<file path="src/rtl/cop0_ctrl.sv">
// -----------------------------------------------------------------------------
// cop0_ctrl
//   System control coprocessor (CP0) for the single-cycle MIPS core.
//   Owns Status, Cause, EPC, Count, Compare and TrapCode. It serves mfc0/mtc0,
//   handles syscall/break/eret and hardware interrupts, and tells the PC unit
//   when and where to redirect.
//
//   Optional feature macro: COP0_TIMER_EN
//     defined   -> Count/Compare timer, prescaler and Cause.TI are built.
//     undefined -> Count/Compare read 0, ignore writes, TI is constant 0.
//
// Parameters
//   NUM_HW_INT : external interrupt lines (1..6) -> Cause.IP[2..NUM_HW_INT+1]
//   EXC_VECTOR : exception / interrupt entry address
//   COUNT_DIV  : clock cycles per Count increment (>= 1)
//
// Ports
//   clk, rst            : clock, synchronous active-high reset
//   reg_num, reg_sel    : CP0 register address (num, sel)
//   in_data, reg_wr     : mtc0 data and strobe
//   reg_rd, out_data    : mfc0 strobe and combinational read data (0 if idle)
//   cop_op, code        : 001 syscall, 010 break, 011 eret; trap code field
//   next_pc             : address of the next sequential instruction
//   hw_int              : level-sensitive interrupt requests
//   exc_taken           : combinational PC redirect request
//   exc_target          : combinational redirect address
//   status_exl          : Status.EXL
//
// No handshakes: every strobe is a single-cycle qualifier, sampled at the
// rising edge; there is no back-pressure.
// -----------------------------------------------------------------------------
module cop0_ctrl #(
   parameter int          NUM_HW_INT = 6,
   parameter logic [31:0] EXC_VECTOR = 32'h0000_0180,
   parameter int          COUNT_DIV  = 2
) (
   input  logic                  clk,
   input  logic                  rst,
   input  logic [4:0]            reg_num,
   input  logic [2:0]            reg_sel,
   input  logic [31:0]           in_data,
   input  logic                  reg_wr,
   input  logic                  reg_rd,
   output logic [31:0]           out_data,
   input  logic [2:0]            cop_op,
   input  logic [19:0]           code,
   input  logic [31:0]           next_pc,
   input  logic [NUM_HW_INT-1:0] hw_int,
   output logic                  exc_taken,
   output logic [31:0]           exc_target,
   output logic                  status_exl
);

   localparam logic [4:0] REG_COUNT   = 5'd9;
   localparam logic [4:0] REG_COMPARE = 5'd11;
   localparam logic [4:0] REG_STATUS  = 5'd12;
   localparam logic [4:0] REG_CAUSE   = 5'd13;
   localparam logic [4:0] REG_EPC     = 5'd14;
   localparam logic [4:0] REG_TRAP    = 5'd22;

   localparam logic [4:0] EXC_INT  = 5'd0;
   localparam logic [4:0] EXC_SYS  = 5'd8;
   localparam logic [4:0] EXC_BRK  = 5'd9;

   // Architectural state
   logic [7:0]            im_q,   im_d;
   logic                  exl_q,  exl_d;
   logic                  ie_q,   ie_d;
   logic [NUM_HW_INT-1:0] hw_q,   hw_d;
   logic [4:0]            exc_code_q, exc_code_d;
   logic [31:0]           epc_q,  epc_d;
   logic [19:0]           trap_q, trap_d;
   logic                  ti;

`ifdef COP0_TIMER_EN
   logic [31:0]           count_q,   count_d;
   logic [31:0]           compare_q, compare_d;
   logic [31:0]           presc_q,   presc_d;
   logic                  ti_q,      ti_d;
   logic                  cnt_inc;
   logic [31:0]           count_inc_val;
`endif

   // Decode
   logic       sel0;
   logic       wr_status, wr_epc;
   logic       is_sys, is_brk, is_eret;
   logic [7:0] ip;
   logic       int_req;
   logic       entry;

   assign sel0      = (reg_sel == 3'd0);
   assign wr_status = reg_wr && sel0 && (reg_num == REG_STATUS);
   assign wr_epc    = reg_wr && sel0 && (reg_num == REG_EPC);

   assign is_sys  = (cop_op == 3'b001);
   assign is_brk  = (cop_op == 3'b010);
   assign is_eret = (cop_op == 3'b011);

`ifdef COP0_TIMER_EN
   assign ti = ti_q;
`else
   assign ti = 1'b0;
`endif

   // IP[7] carries both hw_int[5] (when present) and the timer flag.
   always_comb begin
      ip = 8'h00;
      for (int k = 0; k < NUM_HW_INT; k++) begin
         ip[k+2] = hw_q[k];
      end
      ip[7] = ip[7] | ti;
   end

   assign int_req = ie_q & ~exl_q & (|(ip & im_q));

   // Syscall/break outrank the interrupt; a pending interrupt outranks eret,
   // so an eret in that cycle becomes an interrupt entry instead.
   assign entry = is_sys | is_brk | int_req;

   assign exc_taken  = entry | is_eret;
   assign exc_target = entry ? EXC_VECTOR : epc_q;
   assign status_exl = exl_q;

   // Next-state for the exception-side registers
   always_comb begin
      im_d       = im_q;
      exl_d      = exl_q;
      ie_d       = ie_q;
      hw_d       = hw_int;
      exc_code_d = exc_code_q;
      epc_d      = epc_q;
      trap_d     = trap_q;

      if (wr_status) begin
         im_d  = in_data[15:8];
         exl_d = in_data[1];
         ie_d  = in_data[0];
      end
      if (wr_epc) begin
         epc_d = in_data;
      end

      // Event updates to EXL/EPC are applied after mtc0 so they override it.
      if (entry) begin
         exl_d = 1'b1;
         if (!exl_q) begin
            epc_d = next_pc;
         end
         if (is_sys) begin
            exc_code_d = EXC_SYS;
            trap_d     = code;
         end else if (is_brk) begin
            exc_code_d = EXC_BRK;
            trap_d     = code;
         end else begin
            exc_code_d = EXC_INT;
         end
      end else if (is_eret) begin
         exl_d = 1'b0;
      end
   end

`ifdef COP0_TIMER_EN
   // Timer next-state
   always_comb begin
      presc_d       = presc_q;
      count_d       = count_q;
      compare_d     = compare_q;
      ti_d          = ti_q;
      cnt_inc       = 1'b0;
      count_inc_val = count_q + 32'd1;

      if (presc_q >= 32'(COUNT_DIV - 1)) begin
         presc_d = 32'd0;
         cnt_inc = 1'b1;
      end else begin
         presc_d = presc_q + 32'd1;
      end

      if (reg_wr && sel0 && (reg_num == REG_COUNT)) begin
         // A software write replaces the increment and never raises TI.
         count_d = in_data;
      end else if (cnt_inc) begin
         count_d = count_inc_val;
         if (count_inc_val == compare_q) begin
            ti_d = 1'b1;
         end
      end

      // Compare write clears TI and wins over a same-cycle set.
      if (reg_wr && sel0 && (reg_num == REG_COMPARE)) begin
         compare_d = in_data;
         ti_d      = 1'b0;
      end
   end
`endif

   // Read mux
   always_comb begin
      out_data = 32'h0;
      if (reg_rd && sel0) begin
         case (reg_num)
`ifdef COP0_TIMER_EN
            REG_COUNT:   out_data = count_q;
            REG_COMPARE: out_data = compare_q;
`endif
            REG_STATUS:  out_data = {16'h0, im_q, 6'h0, exl_q, ie_q};
            REG_CAUSE:   out_data = {1'b0, ti, 14'h0, ip, 1'b0, exc_code_q, 2'b00};
            REG_EPC:     out_data = epc_q;
            REG_TRAP:    out_data = {12'h0, trap_q};
            default:     out_data = 32'h0;
         endcase
      end
   end

   always_ff @(posedge clk) begin
      if (rst) begin
         im_q       <= 8'h0;
         exl_q      <= 1'b0;
         ie_q       <= 1'b0;
         hw_q       <= '0;
         exc_code_q <= 5'd0;
         epc_q      <= 32'h0;
         trap_q     <= 20'h0;
      end else begin
         im_q       <= im_d;
         exl_q      <= exl_d;
         ie_q       <= ie_d;
         hw_q       <= hw_d;
         exc_code_q <= exc_code_d;
         epc_q      <= epc_d;
         trap_q     <= trap_d;
      end
   end

`ifdef COP0_TIMER_EN
   always_ff @(posedge clk) begin
      if (rst) begin
         count_q   <= 32'h0;
         compare_q <= 32'hFFFF_FFFF;
         presc_q   <= 32'h0;
         ti_q      <= 1'b0;
      end else begin
         count_q   <= count_d;
         compare_q <= compare_d;
         presc_q   <= presc_d;
         ti_q      <= ti_d;
      end
   end
`endif

endmodule

</file>
<file path="config.mk">
export PLATFORM = sky130hd
export DESIGN_NAME = cop0_ctrl
export DESIGN_NICKNAME = d
export VERILOG_FILES = /design/src/rtl/cop0_ctrl.sv
export SDC_FILE = /design/constraint.sdc
export NUM_CORES = 1
export LEC_CHECK = 0
export ABC_CLOCK_PERIOD_IN_PS = 2000
export BUFFER_PORTS_ARGS = -buffer_cell sky130_fd_sc_hd__buf_4
export CAP_MARGIN = 15
export CORE_MARGIN = 3
export CORE_UTILIZATION = 49
export CTS_BUF_LIST = sky130_fd_sc_hd__clkbuf_8
export CTS_CLUSTER_DIAMETER = 50
export DETAILED_ROUTE_END_ITERATION = 10
export PLACE_DENSITY = 0.82
export SLEW_MARGIN = 15
export SYNTH_ARGS = -nofsm -noshare
export SYNTH_HDL_FRONTEND = slang
export SYNTH_SLANG_ARGS = --single-unit
</file>
<file path="constraint.sdc">
create_clock -name clk -period 2 [get_ports clk]
set_input_delay 0.2 -clock clk [delete_from_list [all_inputs] [get_ports clk]]
set_output_delay 0.2 -clock clk [all_outputs]
set_load 0.05 [all_outputs]
</file>
* After elaboration in Yosys (flattened, before gate mapping)
Cells that the tools add are included.
Cells by class: equality and inequality tests 7, muxes and demuxes 13, bitwise logic cells 7, reduce and logical (&&, ||, !) cells 9
Operator list (count):
- $mux 32 | 5
- $pmux 32 s4 | 1
- $mux 20 | 2
- $eq 5x4->1 const B | 3
- $and 8x8->8 | 1
- $mux 4 | 2
- $reduce_or 8->1 | 1
- $eq 3x2->1 const B | 2
- $eq 5x5->1 const B | 1
- $logic_and 1x1->1 | 4
- $eq 3x1->1 const B | 1
- $logic_not 3->1 | 1
- $mux 1 | 3
- $or 1x1->1 | 3
- $reduce_bool 3->1 | 1
- $and 1x1->1 | 2
- $reduce_and 2->1 | 1
- $reduce_bool 2->1 | 1
- $not 1->1 | 1
Word-level totals: register bits 73, input bits 105, output and inout bits 66, word-level logic and storage cells 43

* Depth between registers and ports, before layout
word-level depth 6, depth in mapped cells 6, depth with buffers taken out 4

* Worst setup path after synthesis
Ideal clock, no wire load.
path type register to output, start reg exl_q, in the netlist status_exl, end out out_data[1], arrival 1.810 ns, required time 1.800 ns, path slack -0.010 ns, cell stages (with the launch flop) 5, buffers on the path 2, cell sequence dfxtp_1 clkbuf_8 buf_2 a222oi_1 nor2_1
Between the ends: cells in the longest elaborated chain, start to end 2
Ends and longest elaborated chain:
- from (decl) | line 67 | logic exl_q, exl_d;
- from (signal assigned) | line 228 | exl_q <= exl_d;
- $pmux 32 s4 | line 203 | case (reg_num)
- $mux 32 | line 202 | if (reg_rd && sel0) begin
- to (decl) | line 44 | output logic [31:0] out_data,
Every way passes these cells.

* Worst setup path after layout
start reg im_q[6], end out exc_target[18]
Between the ends: cells in the longest elaborated chain, start to end 5
Ends and longest elaborated chain:
- from (decl) | line 66 | logic [7:0] im_q, im_d;
- from (signal assigned) | line 227 | im_q <= im_d;
- $and 8x8->8 | line 115 | assign int_req = ie_q & ~exl_q & (|(ip & im_q));
- $reduce_or 8->1 | line 115
- $and 1x1->1 | line 115
- $or 1x1->1 | line 119 | assign entry = is_sys | is_brk | int_req;
- $mux 32 | line 122 | assign exc_target = entry ? EXC_VECTOR : epc_q;
- to (decl) | line 50 | output logic [31:0] exc_target,
Every way passes these cells.

==> impl_metrics.tcl <==
set metrics [dict create \
    yosysWarnings 0 \
    numPlacedInstances 673 \
    grt_total_usage_pct 28.9 \
    leading_post_synthesis_cells_by_cell_area "dfxtp_1, mux2i_1, a211oi_2" \
    timing.hold.worst.class "in2reg" \
    cts_root_buffer "clkbuf_8" \
    synth_enable_flop_cells 0 \
    overflow 0 \
    synth_seq_cells 70 \
    pin_count_of_the_biggest_net_entering_global_routing 44 \
    fraction_of_power_consumed_by_combinational_cells_pct 27.0 \
    top_level_ports 171 \
    dieWidth_um 96.4 \
    asyncSetResetFlopFracSynth_pct 0 \
    finish.cell_count_without_fillers 696 \
    hpwl_um 9450 \
    io_buf_count 170 \
    finalWorstSetupSlack_ns -0.124 \
    outcome "complete, but fails checks" \
    finClkSkew_ns 0.0174 \
    n_fill_cell 604 \
    clk_pin_slew_worst_paths_ns 0.09 \
    gp_routability_congestion 0.845 \
    synth-main-ff-cell "dfxtp_1" \
    power.switching_fraction_pct 32.8 \
    slew_violations 0 \
    power.share.clock_pct 29.0 \
    synth_area_um2 4000 \
    postSynthAreaPerCell_um2 9.43 \
    synthDistinctLibCells 40 \
    placement_row_count 32 \
    cts.sink_count 70 \
    cap_viol_max_count 0 \
    synth_sequential_area_ratio_pct 35.0 \
    worstSetupStartpointType "flip-flop" \
    area_growth_syn_to_layout_pct 45.5 \
    share_of_final_layout_standard_cells_stronger_than_drive_strength_1_pct 47.8 \
    route.final.wire_length_um 13500 \
    ant_nets 0 \
    cell_internal_pwr_uw 2360 \
    insertion_delay_ns 0.35 \
    critical_path_required_time_ns 1.80 \
    synthDominantAreaCellType "dfxtp_1" \
    period_minus_slack_ns 2.12 \
    grt_pass1_wl_um 20700 \
    setup_viol 33 \
    switching_power_uw 1160 \
    drt_pass1_iterations 5 \
    dp_worst_setup_slack_ns 0.0753 \
    worstSetupPathType "reg2out" \
    powerDensity_nw_per_um2 605 \
    yosys.area.top_type_share_pct 35.0 \
    antenna_found_initial 0 \
    detailedRoute.firstIterationViolations 298 \
    timing.slew.headroom_pct 65.4 \
    grt_setup_unrepaired "true" \
    failed_checks "setup timing" \
    clock.fmax_ghz 0.471 \
    clock_tree.buffer_depth 2 \
    floorplan.core_area_um2 7810 \
    postSynthNetCount 529 \
    start_util_pct 51.2 \
    endpoint_kind "output pin" \
    power.ir.vdd_worst_mv 0.412 \
    power_leakage_uw 0.00257 \
    tightestPinTransition_ns 0.519 \
    die_y_um 96.4 \
    period_share_pct 106 \
    seq_power_share_pct 44.0 \
    cts_tree "yes" \
    avgRoutedWirePerCell_um 19.4 \
    num-nets-final 694 \
    via_count_of_the_first_global_routing_pass 4150 \
    remaining_drc_errors 0 \
    critical_path.max_fanout 18 \
    cts-buffers-inserted 9 \
    detail_route.vias_per_cell 5.96 \
    num_antenna_cells 0 \
    ctsHtreeMaxLevel 3 \
    hold_viol 0 \
    synthesis.instances 424 \
    total_die_area_um2 9280 \
    vias 4145 \
    timing.critical_path.arrival_ns 1.92 \
]
[cell usage after synthesis (7+ instances only)]
cell type  number
nor2b_1         8
a21oi_1        29
and2_1         14
clkbuf_8        7
mux2i_1        42
a22oi_1         8
a211oi_1       34
a222oi_1       12
clkbuf_1       13
a211oi_2       30
buf_2          13
nor2_1         25
dfxtp_1        70
and3_1         31
nand2_1        47
[power by group through the flow]
| stage | Sequential, µW | Combinational [µW] | Clock [µW] |
|---|---|---|---|
| detailed placement | 1580 | 857 | 0 |
| floorplan | 1560 | 540 | 0 |
| CTS | 1550 | 913 | 1020 |
| finish | 1550 | 950 | 1020 |
| global route | 1560 | 1000 | 1090 |
| global placement | 1570 | 838 | 0 |
[cell usage in the layout (no fill, tap or decap), types with 3 or more instances in the layout]
cell type / netlist / final
buf_4: 4 / 161
dfxtp_1: 70 / 66
nand2_1: 47 / 46
mux2i_1: 42 / 42
a211oi_1: 34 / 34
a211oi_2: 30 / 30
a21oi_1: 29 / 27
nor2_1: 25 / 24
buf_6: 6 / 24
and3_1: 31 / 19
and2_1: 14 / 13
a222oi_1: 12 / 12
and3_4: 0 / 12
buf_8: 0 / 12
clkbuf_8: 7 / 9
a22oi_1: 8 / 8
nor2b_1: 8 / 7
clkinvlp_4: 0 / 4
dfxtp_2: 0 / 4
nor3b_2: 1 / 3
[timing repair]
action	in CTS	in global routing
setup endpoints to repair	33	33
setup buffers	6	1
hold buffers	0	0
cloned	1	0
resized for setup	47	23
pin swaps	9	1
[metrics by stage]
step           instance area (µm²)  total power [µW]  setup TNS (ns)  hold slack (ns)  util (%)
2_1_floorplan                 4010              2100               0            0.328         -
5_1_grt                       5820              3650           -4.11           0.0503      74.6
3_3_place_gp                  5330              2410               0            0.413      68.3
4_1_cts                       5730              3490           -2.88           0.0501      73.4
3_5_place_dp                  5330              2440               0            0.416      68.3
6_report                      5820              3520           -2.63           0.0527      74.6
[worst max-delay path, stage by stage (launching register included)]
cell	delay (ns)
dfxtp_2	0.34
a22o_4	0.27
o311ai_4	0.34
buf_6	0.23
and3_1	0.22
buf_6	0.17
[sequential cells by signal, summed over array words and instances (netlist names)]
| signal | cells |
|---|---|
| status_exl | 1 |
| epc_q | 32 |
| hw_q | 6 |
| trap_q | 20 |
| ie_q | 1 |
| exc_code_q | 2 |
| im_q | 8 |
[final timing paths]
path | cells past startpoint | startpoint | slack (ns) | to
hold / removal | 2 | hw_int[5] | 0.05 | hw_q[5]
setup reg to reg | 5 | hw_q[1] | 0.16 | epc_q[18]
hold reg to reg | 2 | trap_q[19] | 0.46 | trap_q[19]
setup / recovery | 5 | im_q[6] | -0.12 | exc_target[18]
[final cells by class]
class | count | area (µm²) | area share, %
clock inverter | 7 | 48.8 | 0.838
sequential | 70 | 1410 | 24.2
clock buffer | 9 | 124 | 2.13
multi-input combinational | 307 | 2410 | 41.4
inverter | 2 | 7.51 | 0.129
tap | 102 | 128 | 2.19
timing repair buffer | 199 | 1700 | 29.2
[layer usage]
layer	wire (µm)	global-route usage (%)
met5	0	0
met4	312	12.0
met3	1100	3.91
met2	6600	48.2
met1	5480	37.3
[kinds of logic (layout without fill, tap and decap cells)]
group,count (synthesis),after routing,synth area share (%)
buffers and inverters,47,217,8.20
muxes,42,42,10.5
DFF,70,70,35.0
AOI/OAI and AO/OA,124,124,27.6
xor gates and xnor gates,1,1,0.219
and+or+nand+nor,140,140,18.4
(Power assumes the default switching activity.)
